`config.mk`:
```
export PLATFORM = sky130hd
export DESIGN_NAME = freq_setter
export DESIGN_NICKNAME = d
export VERILOG_FILES = /design/src/rtl/freq_setter_pkg.sv /design/src/rtl/freq_setter_btn_debounce.sv /design/src/rtl/freq_setter.sv
export SDC_FILE = /design/constraint.sdc
export NUM_CORES = 1
export LEC_CHECK = 0
export ABC_AREA = 1
export ABC_CLOCK_PERIOD_IN_PS = 3300
export BUFFER_PORTS_ARGS = -buffer_cell sky130_fd_sc_hd__buf_2
export CAP_MARGIN = 20
export CORE_ASPECT_RATIO = 0.5
export CORE_MARGIN = 1
export CORE_UTILIZATION = 41
export CTS_CLUSTER_DIAMETER = 80
export CTS_CLUSTER_SIZE = 12
export DETAILED_ROUTE_END_ITERATION = 8
export GPL_TIMING_DRIVEN = 0
export PLACE_DENSITY = 0.57
export REMOVE_ABC_BUFFERS = 1
export SETUP_SLACK_MARGIN = 0.15
export SLEW_MARGIN = 15
export SYNTH_ARGS = -nofsm -noshare
export SYNTH_HDL_FRONTEND = slang
export SYNTH_SLANG_ARGS = --single-unit
```
`constraint.sdc`:
```
create_clock -name clk_scan -period 3.3 [get_ports clk_scan]
set_input_delay 0.33 -clock clk_scan [delete_from_list [all_inputs] [get_ports clk_scan]]
set_output_delay 0.33 -clock clk_scan [all_outputs]
set_load 0.005 [all_outputs]
```
`src/rtl/freq_setter_pkg.sv`:
```
// Shared types, step lookup and default timing for the freq_setter front panel.
package freq_setter_pkg;

   localparam int unsigned DEFAULT_DEBOUNCE_MS     = 20;
   localparam int unsigned DEFAULT_REPEAT_DELAY_MS = 500;
   localparam int unsigned DEFAULT_REPEAT_RATE_MS  = 100;
   localparam int unsigned DEFAULT_FREQ_RESET      = 1000;
   localparam int unsigned DEFAULT_FREQ_MAX        = 9999;

   // One bit wider than freq so an up step can never wrap before it is saturated.
   typedef logic [16:0] freq_calc_t;

   typedef enum logic [1:0] {
      IDLE      = 2'd0,
      HOLD_WAIT = 2'd1,
      REPEAT    = 2'd2
   } hold_state_e;

   function automatic freq_calc_t stepSize(input logic [1:0] sel);
      case (sel)
         2'd0:    return freq_calc_t'(1);
         2'd1:    return freq_calc_t'(10);
         2'd2:    return freq_calc_t'(100);
         default: return freq_calc_t'(1000);
      endcase
   endfunction

endpackage

```
`src/rtl/freq_setter_btn_debounce.sv`:
```
// Two-flop synchronizer followed by a debouncer: the accepted level only flips
// after DEBOUNCE_MS consecutive synchronized samples disagree with it.
module btn_debounce #(
   parameter int unsigned DEBOUNCE_MS = 20
) (
   input  logic clk_scan,
   input  logic rst,
   input  logic btn_raw_i,
   output logic btn_level_o
);

   localparam int unsigned CntW = $clog2(DEBOUNCE_MS + 1);
   typedef logic [CntW-1:0] cnt_t;
   localparam cnt_t CntLast = cnt_t'(DEBOUNCE_MS - 1);

   logic [1:0] sync_q;
   logic       level_q, level_d;
   cnt_t       cnt_q, cnt_d;

   always_comb begin
      level_d = level_q;
      cnt_d   = '0;
      if (sync_q[1] != level_q) begin
         if (cnt_q == CntLast) begin
            level_d = sync_q[1];
         end else begin
            cnt_d = cnt_q + cnt_t'(1);
         end
      end
   end

   always_ff @(posedge clk_scan or posedge rst) begin
      if (rst) begin
         sync_q  <= 2'b00;
         level_q <= 1'b0;
         cnt_q   <= '0;
      end else begin
         sync_q  <= {sync_q[0], btn_raw_i};
         level_q <= level_d;
         cnt_q   <= cnt_d;
      end
   end

   assign btn_level_o = level_q;

endmodule

```
`src/rtl/freq_setter.sv`:
```
// Frequency setpoint from debounced up/down/step buttons with saturating steps.
// Hold-to-repeat is built only when FREQ_SETTER_AUTOREPEAT_EN is defined.
module freq_setter
   import freq_setter_pkg::*;
#(
   parameter int unsigned DEBOUNCE_MS     = DEFAULT_DEBOUNCE_MS,
   parameter int unsigned REPEAT_DELAY_MS = DEFAULT_REPEAT_DELAY_MS,
   parameter int unsigned REPEAT_RATE_MS  = DEFAULT_REPEAT_RATE_MS,
   parameter int unsigned FREQ_RESET      = DEFAULT_FREQ_RESET,
   parameter int unsigned FREQ_MAX        = DEFAULT_FREQ_MAX
) (
   input  logic        clk_scan,
   input  logic        rst,
   input  logic        btn_up,
   input  logic        btn_down,
   input  logic        btn_step,
   output logic [15:0] freq,
   output logic [1:0]  step_sel,
   output logic        freq_changed
);

   localparam freq_calc_t  FreqMaxW    = freq_calc_t'(FREQ_MAX);
   localparam logic [15:0] FreqMax16   = 16'(FREQ_MAX);
   localparam logic [15:0] FreqReset16 = 16'(FREQ_RESET);

   if (DEBOUNCE_MS == 0 || REPEAT_DELAY_MS == 0 || REPEAT_RATE_MS == 0 ||
       FREQ_MAX > 65535 || FREQ_RESET > FREQ_MAX) begin : gBadParams
      $error("freq_setter: unsupported parameter set");
   end

   logic        upLvl, dnLvl, stepLvl;
   logic        upPrev_q, dnPrev_q, stepPrev_q;
   logic        upRise, dnRise, stepRise, bothHeld, activeLvl;
   hold_state_e state_q, state_d;
   logic        dirUp_q, dirUp_d;
   logic        lockout_q, lockout_d;
   logic        applyStep;
   logic [15:0] freq_q, freq_d;
   logic [1:0]  stepSel_q, stepSel_d;
   logic        freqChanged_q, freqChanged_d;
   freq_calc_t  stepVal;

`ifdef FREQ_SETTER_AUTOREPEAT_EN
   localparam int unsigned HoldSpan = (REPEAT_DELAY_MS > REPEAT_RATE_MS) ? REPEAT_DELAY_MS : REPEAT_RATE_MS;
   localparam int unsigned HoldCntW = $clog2(HoldSpan + 1);
   typedef logic [HoldCntW-1:0] hold_cnt_t;
   localparam hold_cnt_t DelayLast = hold_cnt_t'(REPEAT_DELAY_MS - 1);
   localparam hold_cnt_t RateLast  = hold_cnt_t'(REPEAT_RATE_MS - 1);
   hold_cnt_t holdCnt_q, holdCnt_d;
`endif

   btn_debounce #(.DEBOUNCE_MS(DEBOUNCE_MS)) uBtnUp (
      .clk_scan(clk_scan), .rst(rst), .btn_raw_i(btn_up), .btn_level_o(upLvl));
   btn_debounce #(.DEBOUNCE_MS(DEBOUNCE_MS)) uBtnDown (
      .clk_scan(clk_scan), .rst(rst), .btn_raw_i(btn_down), .btn_level_o(dnLvl));
   btn_debounce #(.DEBOUNCE_MS(DEBOUNCE_MS)) uBtnStep (
      .clk_scan(clk_scan), .rst(rst), .btn_raw_i(btn_step), .btn_level_o(stepLvl));

   assign upRise    = upLvl & ~upPrev_q;
   assign dnRise    = dnLvl & ~dnPrev_q;
   assign stepRise  = stepLvl & ~stepPrev_q;
   assign bothHeld  = upLvl & dnLvl;
   assign activeLvl = dirUp_q ? upLvl : dnLvl;

   // Both buttons down cancels the press and locks out until both are released.
   always_comb begin
      state_d   = state_q;
      dirUp_d   = dirUp_q;
      lockout_d = lockout_q;
      applyStep = 1'b0;
`ifdef FREQ_SETTER_AUTOREPEAT_EN
      holdCnt_d = holdCnt_q;
`endif
      if (bothHeld) begin
         state_d   = IDLE;
         lockout_d = 1'b1;
      end else begin
         case (state_q)
            IDLE: begin
               if (lockout_q) begin
                  if (!upLvl && !dnLvl) lockout_d = 1'b0;
               end else if (upRise || dnRise) begin
                  applyStep = 1'b1;
                  dirUp_d   = upRise;
                  state_d   = HOLD_WAIT;
`ifdef FREQ_SETTER_AUTOREPEAT_EN
                  holdCnt_d = '0;
`endif
               end
            end
            HOLD_WAIT: begin
               if (!activeLvl) begin
                  state_d = IDLE;
`ifdef FREQ_SETTER_AUTOREPEAT_EN
               end else if (holdCnt_q == DelayLast) begin
                  applyStep = 1'b1;
                  state_d   = REPEAT;
                  holdCnt_d = '0;
               end else begin
                  holdCnt_d = holdCnt_q + hold_cnt_t'(1);
`endif
               end
            end
            REPEAT: begin
`ifdef FREQ_SETTER_AUTOREPEAT_EN
               if (!activeLvl) begin
                  state_d = IDLE;
               end else if (holdCnt_q == RateLast) begin
                  applyStep = 1'b1;
                  holdCnt_d = '0;
               end else begin
                  holdCnt_d = holdCnt_q + hold_cnt_t'(1);
               end
`else
               state_d = IDLE;
`endif
            end
            default: state_d = IDLE;
         endcase
      end
   end

   // Step size is sampled at apply time, so a step_sel change affects the next step.
   always_comb begin
      freq_d        = freq_q;
      freqChanged_d = 1'b0;
      stepSel_d     = stepSel_q;
      stepVal       = stepSize(stepSel_q);
      if (stepRise) stepSel_d = stepSel_q + 2'd1;
      if (applyStep) begin
         if (dirUp_d) begin
            if (({1'b0, freq_q} + stepVal) > FreqMaxW) freq_d = FreqMax16;
            else                                       freq_d = freq_q + stepVal[15:0];
         end else begin
            if ({1'b0, freq_q} < stepVal) freq_d = 16'd0;
            else                          freq_d = freq_q - stepVal[15:0];
         end
         freqChanged_d = (freq_d != freq_q);
      end
   end

   always_ff @(posedge clk_scan or posedge rst) begin
      if (rst) begin
         state_q       <= IDLE;
         dirUp_q       <= 1'b0;
         lockout_q     <= 1'b0;
         upPrev_q      <= 1'b0;
         dnPrev_q      <= 1'b0;
         stepPrev_q    <= 1'b0;
         freq_q        <= FreqReset16;
         stepSel_q     <= 2'd0;
         freqChanged_q <= 1'b0;
      end else begin
         state_q       <= state_d;
         dirUp_q       <= dirUp_d;
         lockout_q     <= lockout_d;
         upPrev_q      <= upLvl;
         dnPrev_q      <= dnLvl;
         stepPrev_q    <= stepLvl;
         freq_q        <= freq_d;
         stepSel_q     <= stepSel_d;
         freqChanged_q <= freqChanged_d;
      end
   end

`ifdef FREQ_SETTER_AUTOREPEAT_EN
   always_ff @(posedge clk_scan or posedge rst) begin
      if (rst) holdCnt_q <= '0;
      else     holdCnt_q <= holdCnt_d;
   end
`endif

   assign freq         = freq_q;
   assign step_sel     = stepSel_q;
   assign freq_changed = freqChanged_q;

endmodule

```
==> After elaboration in Yosys (flattened, before gate mapping) <==
Index checks and enable logic that the tools add are counted.
{ "word_totals": {"ff_bits": 50, "out_inout_bits": 19, "wordCells": 88, "inputBits": 5} }
{ "op_classes": {"n_addsub": 7, "magnitude_cmp": 2, "n_eq_ne": 13, "mux": 30, "reduce_logical": 11, "n_bitwise": 7} }
{ "op_table": {"columns": ["operator", "n"], "rows": [
  ["2-to-1 mux 16 bit", 4],
  ["2-to-1 mux 5 bit", 6],
  ["one-hot mux 10 bit (3 select lines)", 1],
  ["adder 16 x 17 -> 17 bit", 1],
  ["> comparator 17 x 14 -> 1 bit, second input constant", 1],
  ["less-than comparator 16 x 17 -> 1 bit", 1],
  ["adder 16 bit", 1],
  ["inequality test 16 bit", 1],
  ["subtractor 16 bit", 1],
  ["adder 5 x 1 -> 5 bit, second input constant", 3],
  ["== test 5 bit, second input constant", 3],
  ["2-to-1 mux 1 bit", 14],
  ["inequality test 3 bit, second input constant", 3],
  ["2-to-1 mux 2 bit", 4],
  ["AND reduction 2 bit", 3],
  ["AND 1 bit", 4],
  ["== test 2 x 1 -> 1 bit, second input constant", 2],
  ["zero test 2 bit", 2],
  ["one-hot mux 2 bit (2 select lines)", 1],
  ["inequality test 1 bit", 3],
  ["NOT 1 bit", 3],
  ["AND reduction 3 bit", 1],
  ["adder 2 x 1 -> 2 bit, second input constant", 1],
  ["== test 2 bit, second input constant", 1],
  ["other kinds (4)", 5]
]} }

==> Depth between registers and ports, before layout <==
Gate-level depths: netlist of the first run.
{ "logic_depth": {"depth_word": 11, "mapped_depth": 28, "depth_no_buf": 27} }

==> Hierarchy <==
From an unflattened synthesis of the first run, not the netlist that was laid out.
{ "unflattened": {"hier_cells": 652, "area_unflattened_um2": 4331.7} }
{ "by_module_without_submodules": {"columns": ["mod", "area_each_um2", "cells_per_inst", "instances", "seq_area_each_um2"], "rows": [
  ["freq_setter", 3303.2, 541, 1, 633.1],
  ["btn_debounce", 342.8, 37, 3, 200.2]
]} }

==> Worst setup path after synthesis of the first run <==
Ideal clock, no wire load.
{ "synth_path": {"path_kind": "register to register", "startpoint": "register stepSel_q[0] (netlist: step_sel[0])", "endpoint": "register freqChanged_q (netlist: freq_changed)", "t_arrival_ns": 2.865, "required_time_ns": 3.166, "path_stages_with_launch": 21, "n_path_buf": 1, "slack_ns": 0.301, "setup_time_ns": 0.134, "synth_period_minus_slack_ns": 2.999, "cell_sequence": "dfrtp_1 -> inv_1 -> ha_1 -> nor2_1 -> inv_1 -> ha_1 -> inv_1 -> nand2_1 -> nor3_1 -> nand3_1 -> and3_1 -> buf_2 -> or2_2 -> nand3_1 -> nand2_1 -> nand2_1 -> nand2_1 -> nor2_1 -> nand2_1 -> nor2_2 -> a21oi_2"} }
{ "synth_via": {"elab_chain_cells": 9, "word_cells_on_any_way": 15, "classes_between": "add/sub: 3; order compare: 2; eq/ne: 3; mux: 6; reduce/logical: 1"} }
{ "synth_rtl": {"columns": ["item", "line", "source"], "rows": [
  ["start: declaration", "freq_setter.sv:39", "logic [1:0] stepSel_q, stepSel_d;"],
  ["start signal: assignment", "freq_setter.sv:161", "stepSel_q <= stepSel_d;"],
  ["== test 2 bit, or another cell as far along", "freq_setter_pkg.sv:20", "case (sel)"],
  ["one-hot mux 10 bit (3 select lines) (*)", "freq_setter_pkg.sv:20", null],
  ["adder 16 x 17 -> 17 bit", "freq_setter.sv:132", "if (({1'b0, freq_q} + stepVal) > FreqMaxW) freq_d = FreqMax16;"],
  ["> comparator 17 x 14 -> 1 bit", "freq_setter.sv:132", null],
  ["2-to-1 mux 16 bit", "freq_setter.sv:132", null],
  ["2-to-1 mux 16 bit (*)", "freq_setter.sv:131", "if (dirUp_d) begin"],
  ["2-to-1 mux 16 bit (*)", "freq_setter.sv:130", "if (applyStep) begin"],
  ["inequality test 16 bit (*)", "freq_setter.sv:138", "freqChanged_d = (freq_d != freq_q);"],
  ["2-to-1 mux 1 bit (*)", "freq_setter.sv:130", null],
  ["net freqChanged_d", "freq_setter.sv:40", "logic freqChanged_q, freqChanged_d;"],
  ["end signal: assignment", "freq_setter.sv:162", "freqChanged_q <= freqChanged_d;"],
  ["end: declaration", "freq_setter.sv:40", null]
]} }
The timed path passes the listed nets; every way through them passes the cells marked *. The select of a mux whose other input is x is not followed.
A chain may end at the register's enable or synchronous reset.

==> Final worst setup path of the first run <==
Ends and elaborated chain as after synthesis.

==> results.yml, run 1 <==
drt:
  ant_nets: 0
  finalWirelength_um: 10620
  wl_per_cell_um: 13.72
  viasPerCell: 4.992
  vias: 3864
  drtIter0Drc: 195
  first_pass_iters: 6
  drc: 0
sta:
  period_share_pct: 97.01
  final.min_clock_period_ps: 3201
  hold_viol: 0
  slew_headroom_pct: 59.64
  setup_tns_ps: 0
  worst_pin_slew_ps: 603.9
  setup_ws_ps: 98.74
  grt_setup_unrepaired: "true"
  slew_viol_final: 0
  max_freq_ghz: 0.3124
  finalSetupViolations: 0
  skew_ps: 4.253
yosys:
  yosysWarningCount: 0
  synthDistinctLibCells: 41
  yosysSeqAreaShare_pct: 30.04
  postSynth.asyncResetShare_pct: 100.0
  syn_avg_cell_area_sq_um: 6.833
  syn_inst: 601
  synth_top_area_share_pct: 26.20
  ys_ff_latch: 49
  syn_area_sq_um: 4106
  yosys.area.top_type: "dfrtp_1"
  synth_common_cells: "nand2_1 (170), inv_1 (77), nand3_1 (61)"
  synthFlopType: "dfrtp_1"
  synth_edf_count: 0
  synth_area_leaders: "dfrtp_1 (26%), nand2_1 (16%), ha_1 (7.9%)"
  yosysMostFrequentCell: "nand2_1"
clock_tree:
  cts.sinks: 49
  htreeDepth: 2
  clk_latency_ps: 290
  numCtsBuffers: 5
  clock-root-buffer: "clkbuf_16"
  cts_buffer_depth: 2
  cts_tree: "yes"
  cts.reportedPaths.clkPinSlew_ps: 70
final_layout:
  drive_gt1_share_pct: 26.76
  nets: 671
  antenna_cells: 0
  final_cells: 774
  area_growth_pct: 22.27
power_and_ir_drop:
  p_switching_mw: 0.2788
  ir_drop_mv: 0.1812
  powerDensity_nw_per_um2: 242.2
  p_leak_nw: 2.609
  pwr-share-clk_pct: 44.7
  seqPwrFrac_pct: 51.1
  p_int_mw: 0.9371
  pwr-share-comb_pct: 4.1
  p_sw_share_pct: 22.93
critical_path:
  path_cells: "inv_4, ha_4, nor2_4, inv_4, ha_4, inv_4, nor2_4, nand2_1, nor2_1, nand2_2, nand3_2, nand2_1, nand2_2, nand2_2, nor2_4, buf_4, nand3_4, nand4_1, nand3_1, nand2_1, nand3_2, nor2_2, a21oi_2"
  critPathKind: "reg -> reg"
  worstPathMaxFanout: 4
  crit_path_end_kind: "flip-flop"
  cp.required_ps: 3460
  crit_slowest_cell: "dfrtp_2"
  cp-start-kind: "flip-flop"
  arrival_ps: 3360
  slowest_delay_ps: 430
min_path:
  worstHoldPathType: "in -> async"
die:
  start_util_pct: 42.90
  dieWidth_um: 143.5
  die_h_um: 72.77
  dieArea_sq_um: 10440
  coreArea_sq_um: 9572
  ios: 24
  row_count: 25
placed_design:
  dpl.hpwl_um: 7696
  io_buffers: 23
  dp_cells: 744
  place_ws_ps: -540.8
  place.gp.congestion: 0.8571
outcome:
  outcome: "completed"
grt:
  antenna_found_initial: 0
  grt_pass1_vias: 3517
  grt_pass1_wl_um: 17370
  grt_usage_pct: 21.48
  grt_max_degree: 33
  gr-total-overflow: 0
job:
  drv_cap: 0
-- critical path: cells and delay by family, from the launching register on --
kind                       cells  cell delay, ps
and+or+nand+nor               16            1720
adders and majority gates      2             480
DFF                            1             430
buffers and inverters          4             340
AOI/OAI and AO/OA              1              70
-- path summary, 6_finish.rpt --
check | to | from | cells after the start | slack (ps)
setup / recovery | freq_changed | step_sel[0] | 23 | 100
hold / removal | uBtnStep.sync_q[0] | rst | 2 | 30
setup reg to reg | freq_changed | step_sel[0] | 23 | 100
hold reg to reg | uBtnStep.sync_q[1] | uBtnStep.sync_q[0] | 0 | 350
max in group asynchronous | freq[8] | rst | 3 | 2680
min in group clk_scan | uBtnStep.sync_q[0] | btn_step | 1 | 140
-- kinds of logic (layout without fill, tap and decap cells) --
logic type / count (synthesis) / after routing / synth area share, %
simple gates: 338 / 340 / 37.45
buf+inv: 104 / 140 / 10.48
compound gates: 61 / 61 / 8.562
flops: 49 / 49 / 30.04
fa+ha+maj: 28 / 28 / 8.897
xor+xnor: 19 / 19 / 4.052
mux: 2 / 2 / 0.5180
-- per-stage QoR --
stage	hold WS, ps	total power [mW]	cell area, sq um	util [%]
after global routing	67.65	1.271	5021	52.46
after CTS	45.27	1.234	4803	50.18
after detailed placement	334.7	0.6830	4310	45.03
final	31.49	1.216	5021	52.46
after floorplan	331.2	0.6671	4006	-
after global placement	333.9	0.6798	4290	44.82
-- power groups by stage --
stage / Combinational (mW) / Clock [mW] / Sequential [mW]
6_report: 0.0499 / 0.544 / 0.622
5_1_grt: 0.0603 / 0.588 / 0.624
4_1_cts: 0.0508 / 0.562 / 0.622
3_5_place_dp: 0.0500 / 0 / 0.633
3_3_place_gp: 0.0467 / 0 / 0.633
2_1_floorplan: 0.0355 / 0 / 0.632
-- timing repair --
item | CTS | global route
cloned | 2 | 0
pin swaps | 18 | 33
gates resized for setup | 53 | 42
hold buffers | 0 | 0
setup endpoints to repair | 16 | 2
buffers inserted | 14 | 6
-- per-layer routing --
metal / part of all wire, % / wire length, um / track usage [%]
met5: 0 / 0 / 0
met3: 5.3 / 562 / 3.937
met1: 48 / 5124 / 30.35
met4: 1.3 / 136 / 4.610
met2: 45 / 4794 / 34.30
-- layout by cell type (no fill, tap or decap), drive strengths merged --
cell type    n
mux2i        1
o211ai       1
inv         89
nor2        65
a21oi       23
buf         44
nand3b       5
fa           2
nand4        6
nand3       75
nor3         5
a21o         1
nand2      181
a31oi        1
or2          2
o21a         2
clkbuf       6
dfrtp       43
xnor2        6
dfstp        6
o2111ai      1
o21ai       30
and3         1
ha          26
mux2         1
a211oi       1
o31ai        1
clkinvlp     1
xor2        13
-- cell type report --
class / count / area [sq um]
clock buffers: 6 / 138.9
clock inverters: 2 / 16.27
fillers: 982 / 4551
inverters: 88 / 345.3
multi-input cells: 450 / 2795
flip-flops and latches: 49 / 1236
well taps: 135 / 168.9
repair buffers: 44 / 320.3
-- state kept, by name, summed over array words and instances, names as in the netlist --
| name | count |
|---|---|
| dirUp_q | 1 |
| dnPrev_q | 1 |
| freq | 16 |
| freq_changed | 1 |
| lockout_q | 1 |
| state_q | 1 |
| stepPrev_q | 1 |
| step_sel | 2 |
| uBtnDown.btn_level_o | 1 |
| uBtnDown.cnt_q | 5 |
| uBtnDown.sync_q | 2 |
| uBtnStep.btn_level_o | 1 |
| uBtnStep.cnt_q | 5 |
| uBtnStep.sync_q | 2 |
| uBtnUp.btn_level_o | 1 |
| uBtnUp.cnt_q | 5 |
| uBtnUp.sync_q | 2 |
| upPrev_q | 1 |
(Power assumes the default switching activity.)
==> run 2, diff against run 1 <==
--- a/config.mk
+++ b/config.mk
@@ -16,6 +16,7 @@
 export CTS_CLUSTER_SIZE = 12
 export DETAILED_ROUTE_END_ITERATION = 8
 export GPL_TIMING_DRIVEN = 0
+export MAX_ROUTING_LAYER = met4
 export PLACE_DENSITY = 0.57
 export REMOVE_ABC_BUFFERS = 1
 export SETUP_SLACK_MARGIN = 0.15
==> results.yml, run 2 (synthesis results as in run 1) <==
power_and_ir_drop:
  ir_drop_mv: 0.1812
  p_leak_nw: 2.609
  powerDensity_nw_per_um2: 242.1
final_layout:
  antenna_cells: 0
  nFillCells: 982
  final_area_sq_um: 5021
  final_common_cell: "nand2_1"
  drive_gt1_share_pct: 26.76
  largest_register_ffs: 16
  seq_area_sq_um: 1236
  final_cell_mix: "nand2_1 (147), inv_1 (70), nand3_1 (56)"
  multiInputGateArea_sq_um: 2795
  nets: 671
  area_growth_pct: 22.27
job:
  drv_cap: 0
sta:
  skew_ps: 6.180
  max_freq_ghz: 0.3116
  hold_viol: 0
  finalSetupViolations: 0
  grt_setup_unrepaired: "true"
  holdWs_ps: 31.27
  period_share_pct: 97.24
  setup_tns_ps: 0
  slew_headroom_pct: 60.05
  worst_pin_slew_ps: 597.9
  slew_viol_final: 0
  setup_ws_ps: 91.00
  final.min_clock_period_ps: 3209
critical_path:
  crit_path_end_kind: "flip-flop"
  cp.required_ps: 3460
  critPathKind: "reg -> reg"
  arrival_ps: 3360
  worstPathMaxFanout: 4
  cp-start-kind: "flip-flop"
clock_tree:
  cts.reportedPaths.clkPinSlew_ps: 70
  cts_buffer_depth: 2
  clk_latency_ps: 290
  cts_tree: "yes"
  htreeDepth: 2
  clock-root-buffer: "clkbuf_16"
  cts.sinks: 49
  numCtsBuffers: 5
grt:
  antenna_found_initial: 0
  gr-total-overflow: 0
  grt_pass1_vias: 3519
  grt_pass1_wl_um: 17380
  grt_max_degree: 33
  grt_usage_pct: 22.15
min_path:
  worstHoldPathType: "in -> async"
placed_design:
  dpl.hpwl_um: 7696
  io_buffers: 23
  place.gp.congestion: 0.8708
  post_dp_cell_area_sq_um: 4310
  place_ws_ps: -540.8
die:
  ios: 24
  dieWidth_um: 143.5
  row_count: 25
  start_util_pct: 42.90
  coreArea_sq_um: 9572
  die_h_um: 72.77
  dieArea_sq_um: 10440
drt:
  drtIter0Drc: 171
  wl_per_cell_um: 13.81
  ant_nets: 0
  top_layer: "met4"
  met2_length_um: 4773
  vias: 3863
  viasPerCell: 4.991
  finalWirelength_um: 10690
  wl_met3_um: 503
  m1WireLength_um: 5273
  first_pass_iters: 5
  drc: 0
outcome:
  outcome: "completed"
## run 2: layout make-up
class | count | share of cell area [%]
Tap cell | 135 | 3.364
Clock buffer | 6 | 2.766
Sequential cell | 49 | 24.62
Multi-Input combinational cell | 450 | 55.67
Clock inverter | 2 | 0.3239
Inverter | 88 | 6.878
Timing Repair Buffer | 44 | 6.379
## run 2: per-stage QoR
step | instances | total power, mW | utilization (%)
finish | 774 | 1.216 | 52.46
global route | 774 | 1.271 | 52.46
CTS | 768 | 1.234 | 50.18
detailed placement | 744 | 0.6830 | 45.03
global placement | 743 | 0.6798 | 44.82
floorplan | 585 | 0.6671 | -
## run 2: layer usage
metal / global-route usage [%] / vias to the layer above
met4: 4.610 / 0
met2: 34.30 / 83
met1: 30.35 / 1782
met3: 3.937 / 16
met5: - / -
li1: - / 1982
## run 2: path summary, 6_finish.rpt
kind	to	depth (start not counted)	start	slack [ps]
setup reg to reg	freq_changed	23	step_sel[0]	90
max in group asynchronous	freq[8]	3	rst	2680
setup / recovery	freq_changed	23	step_sel[0]	90
hold / removal	uBtnStep.sync_q[0]	2	rst	30
hold reg to reg	uBtnStep.sync_q[1]	0	uBtnStep.sync_q[0]	350
min in group clk_scan	uBtnStep.sync_q[0]	1	btn_step	140
## run 2: what timing repair did
action                                  4_1_cts  5_1_grt
gates resized for setup                      53       42
hold buffers                                  0        0
endpoints found under the setup margin       16        2
cloned                                        2        0
buffers inserted                             14        6
pin swaps                                    18       33
## run 2: power breakdown
group	switching [mW]	leakage, nW	internal (mW)
Sequential	0.00859	0.638	0.613
Clock	0.239	0.0735	0.305
Combinational	0.0311	1.90	0.0189
Total	0.279	2.61	0.937
## run 2: worst max-delay path: stages (launching register included)
cell and delay [ps]:
dfrtp_2 430, inv_4 70, ha_4 170, nor2_4 160, inv_4 70, ha_4 310, inv_4 50, nor2_4 100
nand2_1 70, nor2_1 120, nand2_2 70, nand3_2 80, nand2_1 60, nand2_2 130, nand2_2 90, nor2_4 140
buf_4 150, nand3_4 110, nand4_1 160, nand3_1 80, nand2_1 100, nand3_2 90, nor2_2 170, a21oi_2 70
